==> src/rtl/led_status_ctrl.sv <==
// +----------------------------------------------------------------------------+
// | led_status_ctrl: per-channel board LED driver (static, heartbeat, gated     |
// | blink, activity stretch) with input sync and a shared millisecond tick.     |
// | Revision: 1.0                                                               |
// +----------------------------------------------------------------------------+
`default_nettype none

module led_status_ctrl #(
  parameter int NumLeds     = 3,
  parameter int PrescaleDiv = 50000,
  parameter int BlinkMs     = 250,
  parameter int StretchMs   = 50
) (
  input  logic                   clk_sys_i,
  input  logic                   rst_sys_ni,
  input  logic [2*NumLeds-1:0]   mode_i,
  input  logic [NumLeds-1:0]     level_i,
  input  logic [NumLeds-1:0]     act_i,
  output logic [NumLeds-1:0]     led_o,
  output logic                   tick_o
);

  localparam int C_PRE_W = $clog2(PrescaleDiv);
  localparam int C_PH_W  = (BlinkMs > 1) ? $clog2(BlinkMs) : 1;
  localparam int C_STR_W = $clog2(StretchMs + 1);

  localparam logic [C_PRE_W-1:0] C_PRE_MAX  = C_PRE_W'(PrescaleDiv - 1);
  localparam logic [C_PH_W-1:0]  C_PH_MAX   = C_PH_W'(BlinkMs - 1);
  localparam logic [C_STR_W-1:0] C_STR_LOAD = C_STR_W'(StretchMs);

  localparam logic [1:0] C_MODE_STATIC = 2'b00;
  localparam logic [1:0] C_MODE_HEART  = 2'b01;
  localparam logic [1:0] C_MODE_BLINK  = 2'b10;
  localparam logic [1:0] C_MODE_ACT    = 2'b11;

  logic [NumLeds-1:0] r_level_s1, r_level_s2;
  logic [NumLeds-1:0] r_act_s1, r_act_s2, r_act_s3;
  logic [C_PRE_W-1:0] r_pre_cnt;
  logic [C_PH_W-1:0]  r_ph_cnt;
  logic               r_phase;
  logic [NumLeds-1:0][C_STR_W-1:0] r_str_cnt;
  logic [NumLeds-1:0] w_act_edge;
  logic [NumLeds-1:0] w_led_nxt;
  logic               w_tick;

  assign w_tick     = (r_pre_cnt == C_PRE_MAX);
  assign tick_o     = w_tick;
  assign w_act_edge = r_act_s2 ^ r_act_s3;

  always_ff @(posedge clk_sys_i or negedge rst_sys_ni) begin
    if (!rst_sys_ni) begin
      r_level_s1 <= '0;
      r_level_s2 <= '0;
      r_act_s1   <= '0;
      r_act_s2   <= '0;
      r_act_s3   <= '0;
    end else begin
      r_level_s1 <= level_i;
      r_level_s2 <= r_level_s1;
      r_act_s1   <= act_i;
      r_act_s2   <= r_act_s1;
      r_act_s3   <= r_act_s2;
    end
  end

  always_ff @(posedge clk_sys_i or negedge rst_sys_ni) begin
    if (!rst_sys_ni) begin
      r_pre_cnt <= '0;
      r_ph_cnt  <= '0;
      r_phase   <= 1'b0;
    end else begin
      r_pre_cnt <= w_tick ? '0 : r_pre_cnt + C_PRE_W'(1);
      if (w_tick) begin
        if (r_ph_cnt == C_PH_MAX) begin
          r_ph_cnt <= '0;
          r_phase  <= ~r_phase;
        end else begin
          r_ph_cnt <= r_ph_cnt + C_PH_W'(1);
        end
      end
    end
  end

  // A fresh edge always reloads, even on a tick, so retriggers never lose a tick.
  always_ff @(posedge clk_sys_i or negedge rst_sys_ni) begin
    if (!rst_sys_ni) begin
      r_str_cnt <= '0;
    end else begin
      for (int i = 0; i < NumLeds; i++) begin
        if (w_act_edge[i]) begin
          r_str_cnt[i] <= C_STR_LOAD;
        end else if (w_tick && (r_str_cnt[i] != '0)) begin
          r_str_cnt[i] <= r_str_cnt[i] - C_STR_W'(1);
        end
      end
    end
  end

  always_comb begin
    w_led_nxt = '0;
    for (int i = 0; i < NumLeds; i++) begin
      case (mode_i[2*i +: 2])
        C_MODE_STATIC: w_led_nxt[i] = r_level_s2[i];
        C_MODE_HEART:  w_led_nxt[i] = r_phase;
        C_MODE_BLINK:  w_led_nxt[i] = r_level_s2[i] & r_phase;
        C_MODE_ACT:    w_led_nxt[i] = (r_str_cnt[i] != '0);
        default:       w_led_nxt[i] = 1'b0;
      endcase
    end
  end

  always_ff @(posedge clk_sys_i or negedge rst_sys_ni) begin
    if (!rst_sys_ni) begin
      led_o <= '0;
    end else begin
      led_o <= w_led_nxt;
    end
  end

endmodule

`default_nettype wire
==> config.mk <==
export PLATFORM = sky130hd
export DESIGN_NAME = led_status_ctrl
export DESIGN_NICKNAME = d
export VERILOG_FILES = /design/src/rtl/led_status_ctrl.sv
export SDC_FILE = /design/constraint.sdc
export NUM_CORES = 1
export LEC_CHECK = 0
export ABC_AREA = 1
export BUFFER_PORTS_ARGS = -buffer_cell sky130_fd_sc_hd__buf_2
export CAP_MARGIN = 20
export CORE_MARGIN = 10
export CORE_UTILIZATION = 30
export CTS_CLUSTER_SIZE = 28
export DETAILED_ROUTE_END_ITERATION = 8
export SETUP_SLACK_MARGIN = 0.2
export SLEW_MARGIN = 20
export SYNTH_ARGS = -nofsm -noshare
export SYNTH_HDL_FRONTEND = slang
export SYNTH_SLANG_ARGS = --single-unit
==> constraint.sdc <==
create_clock -name clk_sys_i -period 1.6 [get_ports clk_sys_i]
set_input_delay 0.32 -clock clk_sys_i [delete_from_list [all_inputs] [get_ports clk_sys_i]]
set_output_delay 0.32 -clock clk_sys_i [all_outputs]
set_load 0.03 [all_outputs]
After elaboration in Yosys (flattened, before gate mapping)
Index checks and enable logic that the tools add are counted.
{ "word_totals": {"reg_bits": 61, "in_bits": 14, "wordCells": 57} }
{ "classes": {"n_addsub": 5, "eq_ne": 11, "n_mux": 11, "n_bitwise": 5, "reduce_logical": 13} }
{ "op_table": {"columns": ["cell", "count"], "rows": [
  ["two-way mux 6 bit", 6],
  ["nonzero test 6 bit", 3],
  ["subtractor 6 x 1 -> 6 bit (second input constant)", 3],
  ["adder 16 x 1 -> 16 bit (second input constant)", 1],
  ["equality test 16 bit (second input constant)", 1],
  ["two-way mux 16 bit", 1],
  ["equality test 2 bit (second input constant)", 6],
  ["case mux 1 bit (4 select lines)", 3],
  ["adder 8 x 1 -> 8 bit (second input constant)", 1],
  ["equality test 8 bit (second input constant)", 1],
  ["two-way mux 8 bit", 1],
  ["equality test 2 x 1 -> 1 bit (second input constant)", 3],
  ["logical NOT 2 bit", 3],
  ["nonzero test 2 bit", 3],
  ["bitwise AND 1 bit", 3],
  ["logical AND 1 bit", 3],
  ["bitwise XOR 3 bit", 1],
  ["AND reduction 2 bit", 1],
  ["NOT 1 bit", 1]
]} }

Logic depth before layout (Yosys ltp)
Gate-level depths: netlist of the first run.
{ "depth": {"word_depth": 4, "mapped_depth": 9} }

Worst setup path after synthesis of the first run
No wires, ideal clock.
{ "synth_timing": {"kind": "flip-flop to output port", "start": "reg r_pre_cnt[0]", "end": "out tick_o", "arrival_time_ps": 1140, "t_required_ps": 1280, "setup_slack_ps": 140, "path_stages_with_launch": 6, "n_path_buf": 0, "cell_sequence": "dfrtp_1 > ha_1 > nand3_2 > nor2_4 > nand2_2 > clkinv_1"} }
{ "synth_between": {"elab_chain_cells": 1} }
{ "synth_rtl": {"columns": ["element", "line_no", "rtl"], "rows": [
  ["from (decl)", "38", "logic [C_PRE_W-1:0] r_pre_cnt;"],
  ["from (signal assigned)", "72", "r_pre_cnt <= w_tick ? '0 : r_pre_cnt + C_PRE_W'(1);"],
  ["equality test 16 bit", "46", "assign w_tick = (r_pre_cnt == C_PRE_MAX);"],
  ["to (decl)", "20", "output logic tick_o"]
]} }
No other way between the ends.

Final worst setup path of the first run
{ "layout_timing": {"start": "reg r_pre_cnt[4]", "end": "out tick_o"} }
Same word-level chain as after synthesis.

==> results list, run 1 <==
- Worst Path Class, Setup: reg -> out
* Gr ovfl total: 0
- The first global-routing pass estimated about 12000 um of wire.
* Die boundary height: 124 um
* Worst hold path depth: 1
- # DRC: 0
- Synthesized area: between 3000 and 4000 sq um
- Clock transition at path regs: 0.07 ns
* Setup violations, final: 15
- Register Area: 1530 sq um
- The final route contains 2887 vias.
* First DRT Iteration DRCs: 168
- CTS saw 61 sinks.
- Count of final hold-check violations: 0
- Counting flops and latches in the post-synthesis netlist gives 61.
* Total area of multi-input combinational cells: 1810 sq um
- Fmax: between 500 and 600 MHz
- The signal on the critical path passes through nor2_2, nand2_2, nor2_4, nand2_4, inv_4, buf_6.
- Growth of design area from synthesis to finish: 35.2%
- Top layer used by detailed routing: met4
* CP startpoint kind: flop
* Crit. End Element: primary output
- Power spread over the standard cell area amounts to around 720 nW/um^2.
* Fin crit period: 1.76 ns
* Portion of synthesized cell area occupied by the leading cell type: 46.9%
- Tightest Pin Transition: 0.482 ns
- Most common cell after layout, fill and taps aside: sky130_fd_sc_hd__nand2_1
- The final layout contains routed wiring with a total length of 7920 um.
- For this design the top-level I/O count stands at 18.
- Top cells by area in the synthesized netlist: sky130_fd_sc_hd__dfrtp_1 (47%), sky130_fd_sc_hd__nand2_1 (11%), sky130_fd_sc_hd__nand3_1 (7.7%)
- The largest total area in the synthesized netlist belongs to sky130_fd_sc_hd__dfrtp_1.
- Total length of routed met3 wires: 243 um
* Data required, critical path: 1.28 ns
* ANT cells: 0
- Synthesis produced a netlist whose cell count is 404.
- The flow ran to the end, but the final reports show violations.
- On the final layout, the worst hold slack is about 0.083 ns.
- The post-route netlist has 33.8% of its cells at a drive strength greater than 1.
- Number of buffers added on ports: 17
- Yosys warning count: 0
- Counting every net in the synthesized netlist gives between 400 and 500.
- Crit-path max FO: 4
* Met2 wire length: around 4200 um
- The via count of the first global-routing pass was ~2.8k.
* Leakage power of the design: about 2.1 nW
* Clock Skews: 0.0114 ns
* Post-synthesis average cell area: 8.06 sq um
* Die X-Extent: ~120 um
- The layout has 992 filler cells.
- Total GRT Usage: 9.33%
- Cell with the largest stage delay on the worst path: sky130_fd_sc_hd__dfrtp_1
- The detailed router put a total of approximately 3300 um of wire on met1.
* Die Area: 15400 sq um
- Setup total negative slack on the finished layout was measured at -0.494 ns.
- Sequential area share after synthesis: 46.9%
- Maxcap violations: 0
- In this run the worst hold path is classified as in -> reg.
- Largest incremental delay on the critical path: 0.44 ns
* Final-report max-slew violation count: 0
- In this run the standard cell core region covers approximately 10000 sq um.
- The detail route stage leaves a number of antenna-violating nets equal to 0.
- After floorplanning, the core was divided into 37 placement rows.
- The initial antenna violation count is 0.
- Wire length per cell: 12.9 um
- Unrepaired setup endpoints after global routing: yes
- Buffers inserted during clock tree synthesis total 9.
* Dpl hpwl: 4970 um
- Final #Nets: 496
* Reg-to-reg slack, setup: -0.06 ns
* Initial Utilization: just over 30%
* Mean number of vias per cell: 4.69
* Detailed-routing iteration count for the pre-antenna-repair pass: 5
* Maximum clock path buffer count: 2
* Tcrit/Tclk final: 110%
- Entering global routing, the biggest net connects 29 pins.
* Cell count of the worst reg-to-reg path: 10
- Insertion delay to the later sink of the worst-skew pair: 0.34 ns
- Data arrival, critical path: approximately 1.4 ns
- TritonCTS clock tree: done
- Slack of the critical path: -0.159 ns
* Number of H-tree branching levels: 3
* Minimum setup slack after placement: 0.0999 ns
- Headroom to the max-slew limit: 67.9%
* Buffer cell driving the clock tree root: sky130_fd_sc_hd__clkbuf_8
- The top cell types in the final layout, fill and taps aside, are sky130_fd_sc_hd__nand2_1 (80), sky130_fd_sc_hd__dfrtp_1 (60), sky130_fd_sc_hd__inv_1 (40).
* Number of distinct library cell variants in the gate-level netlist after synthesis: 26
* Final RePlAce weighted congestion: between 0.7 and 0.8
- Violations in the final reports: negative setup slack
* Peak VDD IR: 0.000318 V
[worst paths after layout]
path	endpoint	start
max in group asynchronous	r_ph_cnt[4]	rst_sys_ni
setup / recovery	tick_o	r_pre_cnt[4]
hold / removal	r_act_s1[0]	act_i[0]
min in group asynchronous	r_str_cnt[0]	rst_sys_ni
hold reg to reg	r_act_s2[0]	r_act_s1[0]
setup reg to reg	r_str_cnt[0]	r_pre_cnt[0]
[flip-flops by register name, indices dropped and copies added, names as in the netlist]
signal	flops
led_o	3
r_act_s3	3
r_act_s1	3
r_level_s1	3
r_pre_cnt	16
r_ph_cnt	8
r_act_s2	3
r_str_cnt	18
r_phase	1
r_level_s2	3
[worst max-delay path: cells and delay by family (launching register included)]
kind / cells / cell delay, ns
buf+inv: 2 / 0.18
flops: 1 / 0.44
simple gates: 4 / 0.48
[cell usage after synthesis, drive strengths merged]
| library cell | n |
|---|---|
| nor3 | 5 |
| nor2 | 61 |
| o21bai | 2 |
| a21oi | 9 |
| ha | 7 |
| nand3 | 54 |
| inv | 52 |
| nand2b | 2 |
| buf | 2 |
| nand4 | 16 |
| dfrtp | 61 |
| nand2 | 100 |
| xnor2 | 2 |
| clkinv | 3 |
| xor2 | 13 |
| clkbuf | 1 |
| o21ai | 14 |
[timing repair]
| item | in CTS | in global routing |
|---|---|---|
| cloned | 1 | 0 |
| buffers inserted | 17 | 16 |
| gates resized for setup | 32 | 57 |
| pin swaps | 14 | 28 |
| hold endpoints to repair | 16 | 0 |
| endpoints found under the setup margin | 26 | 43 |
| hold buffers | 1 | 0 |
[metal layers]
layer,GRT usage (%),vias up
li1,-,1435
met3,2.46,15
met5,0,-
met1,10.6,1392
met2,16.4,45
met4,3.27,0
[metrics by stage]
stage / power [mW] / cell area [sq um] / cells / utilization, %
5_1_grt: 3.29 / 4410 / 616 / 42.1
4_1_cts: 3.18 / 4080 / 600 / 39.0
3_5_place_dp: 1.82 / 3600 / 565 / 34.4
2_1_floorplan: 1.73 / 3260 / 404 / -
6_report: 3.17 / 4410 / 616 / 42.1
3_3_place_gp: 1.81 / 3600 / 565 / 34.4
[area by class of cell]
cell class              count  share of cell area (%)
flip-flops and latches     61                    34.7
clock buffers              10                    2.90
well taps                 136                    3.86
multi-input cells         286                    41.1
repair buffers             62                    11.2
inverters                  55                    4.80
clock inverters             6                    1.45
[logic make-up (layout without fill, tap and decap cells)]
logic type | Yosys count | count (layout) | share of synthesized area [%]
AOI/OAI and AO/OA | 25 | 25 | 3.99
xor gates and xnor gates | 15 | 15 | 4.03
adders and majority gates | 7 | 7 | 2.69
buffers and inverters | 58 | 133 | 7.14
DFF | 61 | 61 | 46.9
and+or+nand+nor | 238 | 239 | 35.3
[where the power goes]
group | total, mW | switching, mW | internal [mW]
sequential | 1.61 | 0.0269 | 1.58
combinational | 0.197 | 0.131 | 0.0660
clock | 1.36 | 0.645 | 0.717
Power figures use the tool's default switching activity.
==> inputs of run 2 (changes only) <==
CORE_UTILIZATION = 61   (was 30)
PLACE_DENSITY = 0.8   (was unset)
==> run 2 against run 1 <==
  * The run still ends with negative setup slack left
  * Setup slack improved by 0.069 ns
  * Combinational power decreased by 6%
  * Global-route usage increased by 8.3 points
  * Critical endpoint unchanged
  * Largest cell class unchanged
==> results list, run 2 (synthesized netlist as in run 1, its figures left out) <==
- Data required, critical path: 1.28 ns
* CP startpoint kind: flop
- Switching power total: between 0.7 and 0.8 mW
* Initial Utilization: a little under two thirds
- Maximum clock path buffer count: 2
- GRT met2 Usage: between 30% and 40%
* Die X-Extent: between 90 and 100 um
- The final count of hold timing violations was 0.
* Buffer cell driving the clock tree root: sky130_fd_sc_hd__clkbuf_8
- Initial antenna violation count: 0
* Wire length per cell: approximately 14 um
* Crit-path max FO: 4
* Leakage power of the design: between 2 and 2.5 nW
- Number of sinks driven by the clock tree: 61
* Share of final-layout standard cells stronger than drive strength 1: 27.5%
- # DRC: 0
* Worst Path Class, Setup: reg -> out
* Post-route insts no fill: about 540
- IR analysis of the VDD net gives a maximum drop of roughly 0.0006 V.
* Die boundary height: 93.1 um
* Part of the power in the clock network: 40.3%
- Detailed-routing iteration count for the pre-antenna-repair pass: 4
- Of the total power, combinational logic draws 6.2%.
* TritonCTS clock tree: done
- Fin crit period: 1.69 ns
- The total area inside the core boundary comes to 5140 sq um.
* Number of flip-flops in the largest register: 18
- For the worst setup path, the data arrival time is around 1.4 ns.
- Growth of design area from synthesis to finish: 24.5%
- Setup repair after global routing could not meet its margin everywhere.
- Counting tap cells, the placed design contains a total of 497 instances.
* Clock transition at path regs: 0.07 ns
- Count of pins on the block boundary: 18
- Routing usage on met3: 4.96%
- The top cell types in the final layout, fill and taps aside, are sky130_fd_sc_hd__nand2_1 (86), sky130_fd_sc_hd__dfrtp_1 (60), sky130_fd_sc_hd__nand3_1 (45).
- Number of buffers added on ports: 17
* Crit. End Element: primary output
- Cells fill 78.9% of the core in the end.
- In this run the power density over the cells is between 700 and 800 nW/um^2.
- Die Area: slightly below 9000 sq um
- Counting flops per register, the top entry is r_str_cnt.
* Residual antenna-violating net count after detailed routing: 0
* Slack of the critical path: -0.0899 ns
* Clock Skews: 0.00616 ns
- Most common cell after layout, fill and taps aside: sky130_fd_sc_hd__nand2_1
* Setup violations, final: 1
- Final RePlAce weighted congestion: 0.878
* Total GRT Usage: 17.6%
* Number of buffers added by the clock tree synthesis step: 9
- Net switching is 24.3% of the power.
* Biggest registers after layout: r_str_cnt (18), r_pre_cnt (16), r_ph_cnt (8)
- Internal portion of total power: 2.27 mW
- met2 is the most crowded layer.
* Maximum number of pins on one net before global-route repair: 62
* Post-Route WL: ~7300 um
- Core Rows: 26
* Via count: 2870
- The worst hold path belongs to the class in -> reg.
* Global routing usage on met1: around a fifth
- Insertion delay to the later sink of the worst-skew pair: 0.34 ns
- Based on the critical path, the design can be clocked at up to 592 MHz.
- Global-route wire length before repair: about 13000 um
* Tightest Pin Transition: 0.348 ns
* ANT cells: 0
* Final #Nets: 485
* Headroom to the max-slew limit: 76.7%
- Maxcap violations: 0
- Gr ovfl total: 0
- Once placement finished, the instance area stood at 3490 sq um.
- First DRT Iteration DRCs: around 170
- Summed over all nets, the half-perimeter wirelength after detailed placement is 4730 um.
- Mean number of vias per cell: 5.32
- The final reports fail on negative setup slack.
- Registers are responsible for 53.5% of the overall power.
* Number of H-tree branching levels: 3
- Tcrit/Tclk final: 106%
- The number of pins with negative max-slew slack in the final report came to 0.
- Filler cells: between 300 and 400
* Vias in the first global route: approximately 2.8k
* Result of the run: complete, but fails checks
* Post-route design area: 4060 sq um
## run 2: cell count changes in the layout (fill, tap and decap cells not counted), moves of 5 or more
cell / previous run / this run
sky130_fd_sc_hd__nand3_2: 10 / 4
sky130_fd_sc_hd__nand2_1: 80 / 86
sky130_fd_sc_hd__nand3_1: 38 / 45
sky130_fd_sc_hd__buf_4: 34 / 29
## run 2: worst max-delay path: stages (launching register included)
cell                       delay [ns]
sky130_fd_sc_hd__dfrtp_1         0.42
sky130_fd_sc_hd__nor2_2          0.19
sky130_fd_sc_hd__nand2_2         0.09
sky130_fd_sc_hd__nor2_4          0.09
sky130_fd_sc_hd__nand2_2         0.07
sky130_fd_sc_hd__clkinv_2        0.05
sky130_fd_sc_hd__buf_6           0.12
## run 2: power by group through the flow
stage	sequential (mW)	combinational [mW]	clock [mW]
floorplan	1.64	0.0837	0
global placement	1.64	0.173	0
detailed placement	1.64	0.180	0
CTS	1.61	0.186	1.25
global route	1.61	0.211	1.30
finish	1.61	0.185	1.21
## run 2: path summary, 6_finish.rpt
path	from	end	slack (ns)	cells past startpoint
max reg2reg	r_pre_cnt[0]	r_ph_cnt[7]	0.02	9
min	act_i[0]	r_act_s1[0]	0.08	1
max	r_pre_cnt[4]	tick_o	-0.09	6
min in group asynchronous	rst_sys_ni	r_str_cnt[3]	0.51	3
min reg2reg	r_level_s1[1]	r_level_s2[1]	0.35	0
max in group asynchronous	rst_sys_ni	r_act_s2[1]	0.81	3
## run 2: per-layer routing
| metal | wire (um) | part of all wire, % | up-vias |
|---|---|---|---|
| met3 | 347 | 4.8 | 18 |
| met2 | 3800 | 52 | 78 |
| met4 | 180 | 2.5 | 0 |
| met5 | 0 | 0 | - |
| li1 | - | - | 1418 |
| met1 | 2980 | 41 | 1356 |
## run 2: metrics by stage
stage / setup WS, ns / hold slack, ns / TNS (ns) / power, mW
3_3_place_gp: 0.101 / 0.332 / 0 / 1.81
3_5_place_dp: 0.0799 / 0.336 / 0 / 1.82
5_1_grt: -0.167 / 0.0743 / -0.734 / 3.13
6_report: -0.0899 / 0.0850 / -0.0899 / 3.01
4_1_cts: -0.101 / 0.0736 / -0.101 / 3.04
2_1_floorplan: 0.209 / 0.0244 / 0 / 1.73
## run 2: cell type report
type	count	area [sq um]	area share, %
Clock inverter	5	25.0	0.617
Inverter	55	210	5.18
Timing Repair Buffer	52	393	9.69
Clock buffer	11	151	3.73
Sequential cell	61	1530	37.7
Multi-Input combinational cell	285	1660	41.0
Tap cell	70	87.6	2.16
## run 2: timing repair
item / in CTS / in global routing
endpoints found under the setup margin: 28 / 44
resized for setup: 18 / 31
buffers inserted: 17 / 8
pin swaps: 14 / 15
hold endpoints to repair: 57 / 0
hold buffers: 1 / 0
==> inputs of run 3 (changes only) <==
BUFFER_PORTS_ARGS = -buffer_cell sky130_fd_sc_hd__buf_4   (was -buffer_cell sky130_fd_sc_hd__buf_2)
==> run 3 against run 2 <==
  * The run still ends with negative setup slack left
  * Die area stayed put
  * Largest cell class unchanged
  * Global-route usage is 0.34 points lower
  * Flip-flop and latch count stayed put
  * Setup slack worse by 0.040 ns
  * Routed wire length is 21% higher
==> results list, run 3 (synthesized netlist as in run 1, its figures left out) <==
- The run finished, with violations left.
* Violations in the final reports: negative setup slack
- The total area inside the core boundary comes to 5140 sq um.
- Wire length per cell: 16.3 um
- Routability-driven placement finished with a final weighted congestion of 0.906.
- Maxcap violations: 0
- Count of final hold-check violations: 0
* Data required, critical path: 1.28 ns
- Final #Nets: a little under 500
* Via count: 3064
- Once detailed placement completed, the half-perimeter wirelength came to 4860 um.
* Final-report max-slew violation count: 0
- Clock-pin slew was measured on the worst setup and hold paths at 0.07 ns.
- In the global route stage, overall resource usage came out at 17.2%.
* Buffer and inverter count on the worst path: 3
* Post-route insts no fill: about 540
- The floorplan step set the die height to 93.1 um.
- Of all nets on the critical path, the largest fanout is 3.
* Residual antenna-violating net count after detailed routing: 0
- The largest registers in the layout are r_str_cnt (18), r_pre_cnt (16), r_ph_cnt (8).
- The worst setup path is launched from a flop.
* Detailed-routing iteration count for the pre-antenna-repair pass: 5
- CTS saw 61 sinks.
- Core Rows: 26
* Filler cells: 285
- After detailed routing, the number of vias per cell comes to 5.64.
- Buffer cell driving the clock tree root: sky130_fd_sc_hd__clkbuf_8
- Headroom to the max-slew limit came out at around three quarters.
- Placed Instances: 497
* Family with the most delay on the worst path: flip-flops
- Setup violations remaining at the end of the flow were counted as 1.
* Leakage power of the design: 2.06 nW
- Cell with the largest stage delay on the worst path: sky130_fd_sc_hd__dfrtp_1
- The die is 93.1 um wide.
* Highest-count cells in the layout ignoring fill and taps: sky130_fd_sc_hd__nand2_1 (80), sky130_fd_sc_hd__dfrtp_1 (57), sky130_fd_sc_hd__buf_4 (46)
* Most common cell after layout, fill and taps aside: sky130_fd_sc_hd__nand2_1
* Total Neg Setup Slack: -0.130 ns
* Number of buffers added on ports: 17
- Hold WC Path Type: in -> reg
- Fmax: 578 MHz
- The clock arrives with 0.00840 ns of skew.
* Data arrival, critical path: 1.41 ns
- Insertion delay to the later sink of the worst-skew pair: 0.34 ns
- For this run, design rule violations remaining after detail routing come to 0.
- Setup repair after global routing could not meet its margin everywhere.
- Summing internal, switching and leakage power gives 3.38 mW.
- Share of final-layout standard cells stronger than drive strength 1: 33.0%
- The critical path is of the reg -> out type.
- Maximum clock path buffer count: 2
* Count of pins on the block boundary: 18
- The via count of the first global-routing pass came to between 2k and 3k.
- Slack of the critical path: -0.130 ns
- In this run the power density over the cells is ~790 nW/um^2.
* Number of H-tree branching levels: 3
- Number of buffers added by the clock tree synthesis step: 9
- First DRT Iteration DRCs: around 310
- Among the stages of the critical path, the cell type that occurs most often is sky130_fd_sc_hd__nand2_2.
- Initial antenna violation count: 0
- The critical path goes through nand2_2, inv_2, nand2_1, nor2_4, nand2_2, clkinv_2, buf_6.
- Number of flip-flops in the largest register: 18
- 0 antenna diodes ended up in the layout.
* Global-route wire length before repair: 12400 um
- Across the VDD grid, the largest voltage drop is approximately 0.00062 V.
* Tcrit/Tclk final: 108%
* Crit. End Element: primary output
- Once the floorplan was initialized, standard cells occupied between 60% and 70% of the core.
- Post-Route WL: roughly 9000 um
- The register with the most flip-flops in the final layout is r_str_cnt.
- Gr ovfl total: 0
* TritonCTS clock tree: done
- Die Area: 8660 sq um
* Largest incremental delay on the critical path: around 0.42 ns
- The worst path in the final design needs a cycle of roughly 1.7 ns, including I/O delays and setup.
* Maximum number of pins on one net before global-route repair: 39
- Tightest Pin Transition: 0.398 ns
* Growth of design area from synthesis to finish: 31.2%
[run 3: changes by cell type in the layout (fill, tap and decap cells not counted), moves of 3 or more]
cell / delta
sky130_fd_sc_hd__nor2_2: +3
sky130_fd_sc_hd__buf_2: -16
sky130_fd_sc_hd__clkinv_2: -3
sky130_fd_sc_hd__buf_4: +17
sky130_fd_sc_hd__nand3_1: -9
sky130_fd_sc_hd__dfrtp_2: +3
sky130_fd_sc_hd__dfrtp_1: -3
sky130_fd_sc_hd__nand2_2: +5
sky130_fd_sc_hd__nand3_2: +8
sky130_fd_sc_hd__inv_2: +3
sky130_fd_sc_hd__nand2_1: -6
[run 3: worst paths after layout]
kind,start,endpoint,slack (ns),cells past startpoint
setup / recovery,r_pre_cnt[8],tick_o,-0.13,7
hold / removal,act_i[2],r_act_s1[2],0.08,1
setup reg to reg,r_pre_cnt[0],r_ph_cnt[5],0,8
hold reg to reg,r_level_s1[0],r_level_s2[0],0.35,0
max in group asynchronous,rst_sys_ni,r_str_cnt[9],0.69,3
min in group asynchronous,rst_sys_ni,r_str_cnt[4],0.42,2
[run 3: where the power goes]
group          switching [mW]  leakage, nW  internal (mW)  total (mW)
combinational           0.135         1.19         0.0754       0.211
sequential             0.0285        0.752           1.58        1.61
clock                   0.604        0.116          0.958        1.56
total                   0.767         2.06           2.62        3.38
[run 3: layout make-up]
| type | instances | area, sq um | area share, % |
|---|---|---|---|
| Tap cell | 70 | 87.6 | 2.05 |
| Timing Repair Buffer | 55 | 463 | 10.8 |
| Sequential cell | 61 | 1530 | 35.8 |
| Clock buffer | 12 | 155 | 3.63 |
| Clock inverter | 4 | 70.1 | 1.64 |
| Multi-Input combinational cell | 286 | 1760 | 41.2 |
| Inverter | 55 | 208 | 4.86 |
[run 3: routing by layer]
layer	part of all wire [%]	vias up	track usage (%)
met5	0	-	0
met4	3.9	0	7.07
met3	5.5	49	4.08
met2	52	128	30.3
met1	38	1462	19.6
li1	-	1425	-
[run 3: repair_timing]
| action | in CTS | in global routing |
|---|---|---|
| pin swaps | 10 | 29 |
| resized for setup | 10 | 66 |
| hold endpoints to repair | 23 | 0 |
| hold buffers | 1 | 0 |
| cloned | 1 | 0 |
| setup buffers | 14 | 14 |
| setup endpoints to repair | 24 | 43 |
[run 3: worst register-to-register path: stages, from the launching register on]
cell                       delay, ns
sky130_fd_sc_hd__dfrtp_1        0.41
sky130_fd_sc_hd__ha_4           0.17
sky130_fd_sc_hd__buf_4          0.11
sky130_fd_sc_hd__nand2_2        0.07
sky130_fd_sc_hd__nor2_4         0.14
sky130_fd_sc_hd__nand3_1        0.21
sky130_fd_sc_hd__nand2b_4       0.24
sky130_fd_sc_hd__nand2_1        0.06
sky130_fd_sc_hd__o21ai_1        0.06
[run 3: metrics by stage]
step                      utilization (%)  hold slack [ns]  worst slack [ns]  cell area (sq um)
after floorplan                         -           0.0244             0.209               3260
after global placement               68.7            0.238            0.0989               3530
after detailed placement             68.7            0.238            0.0963               3530
after CTS                            76.6           0.0825            -0.104               3940
after global routing                 83.2           0.0725            -0.185               4270
final                                83.2           0.0846            -0.130               4270
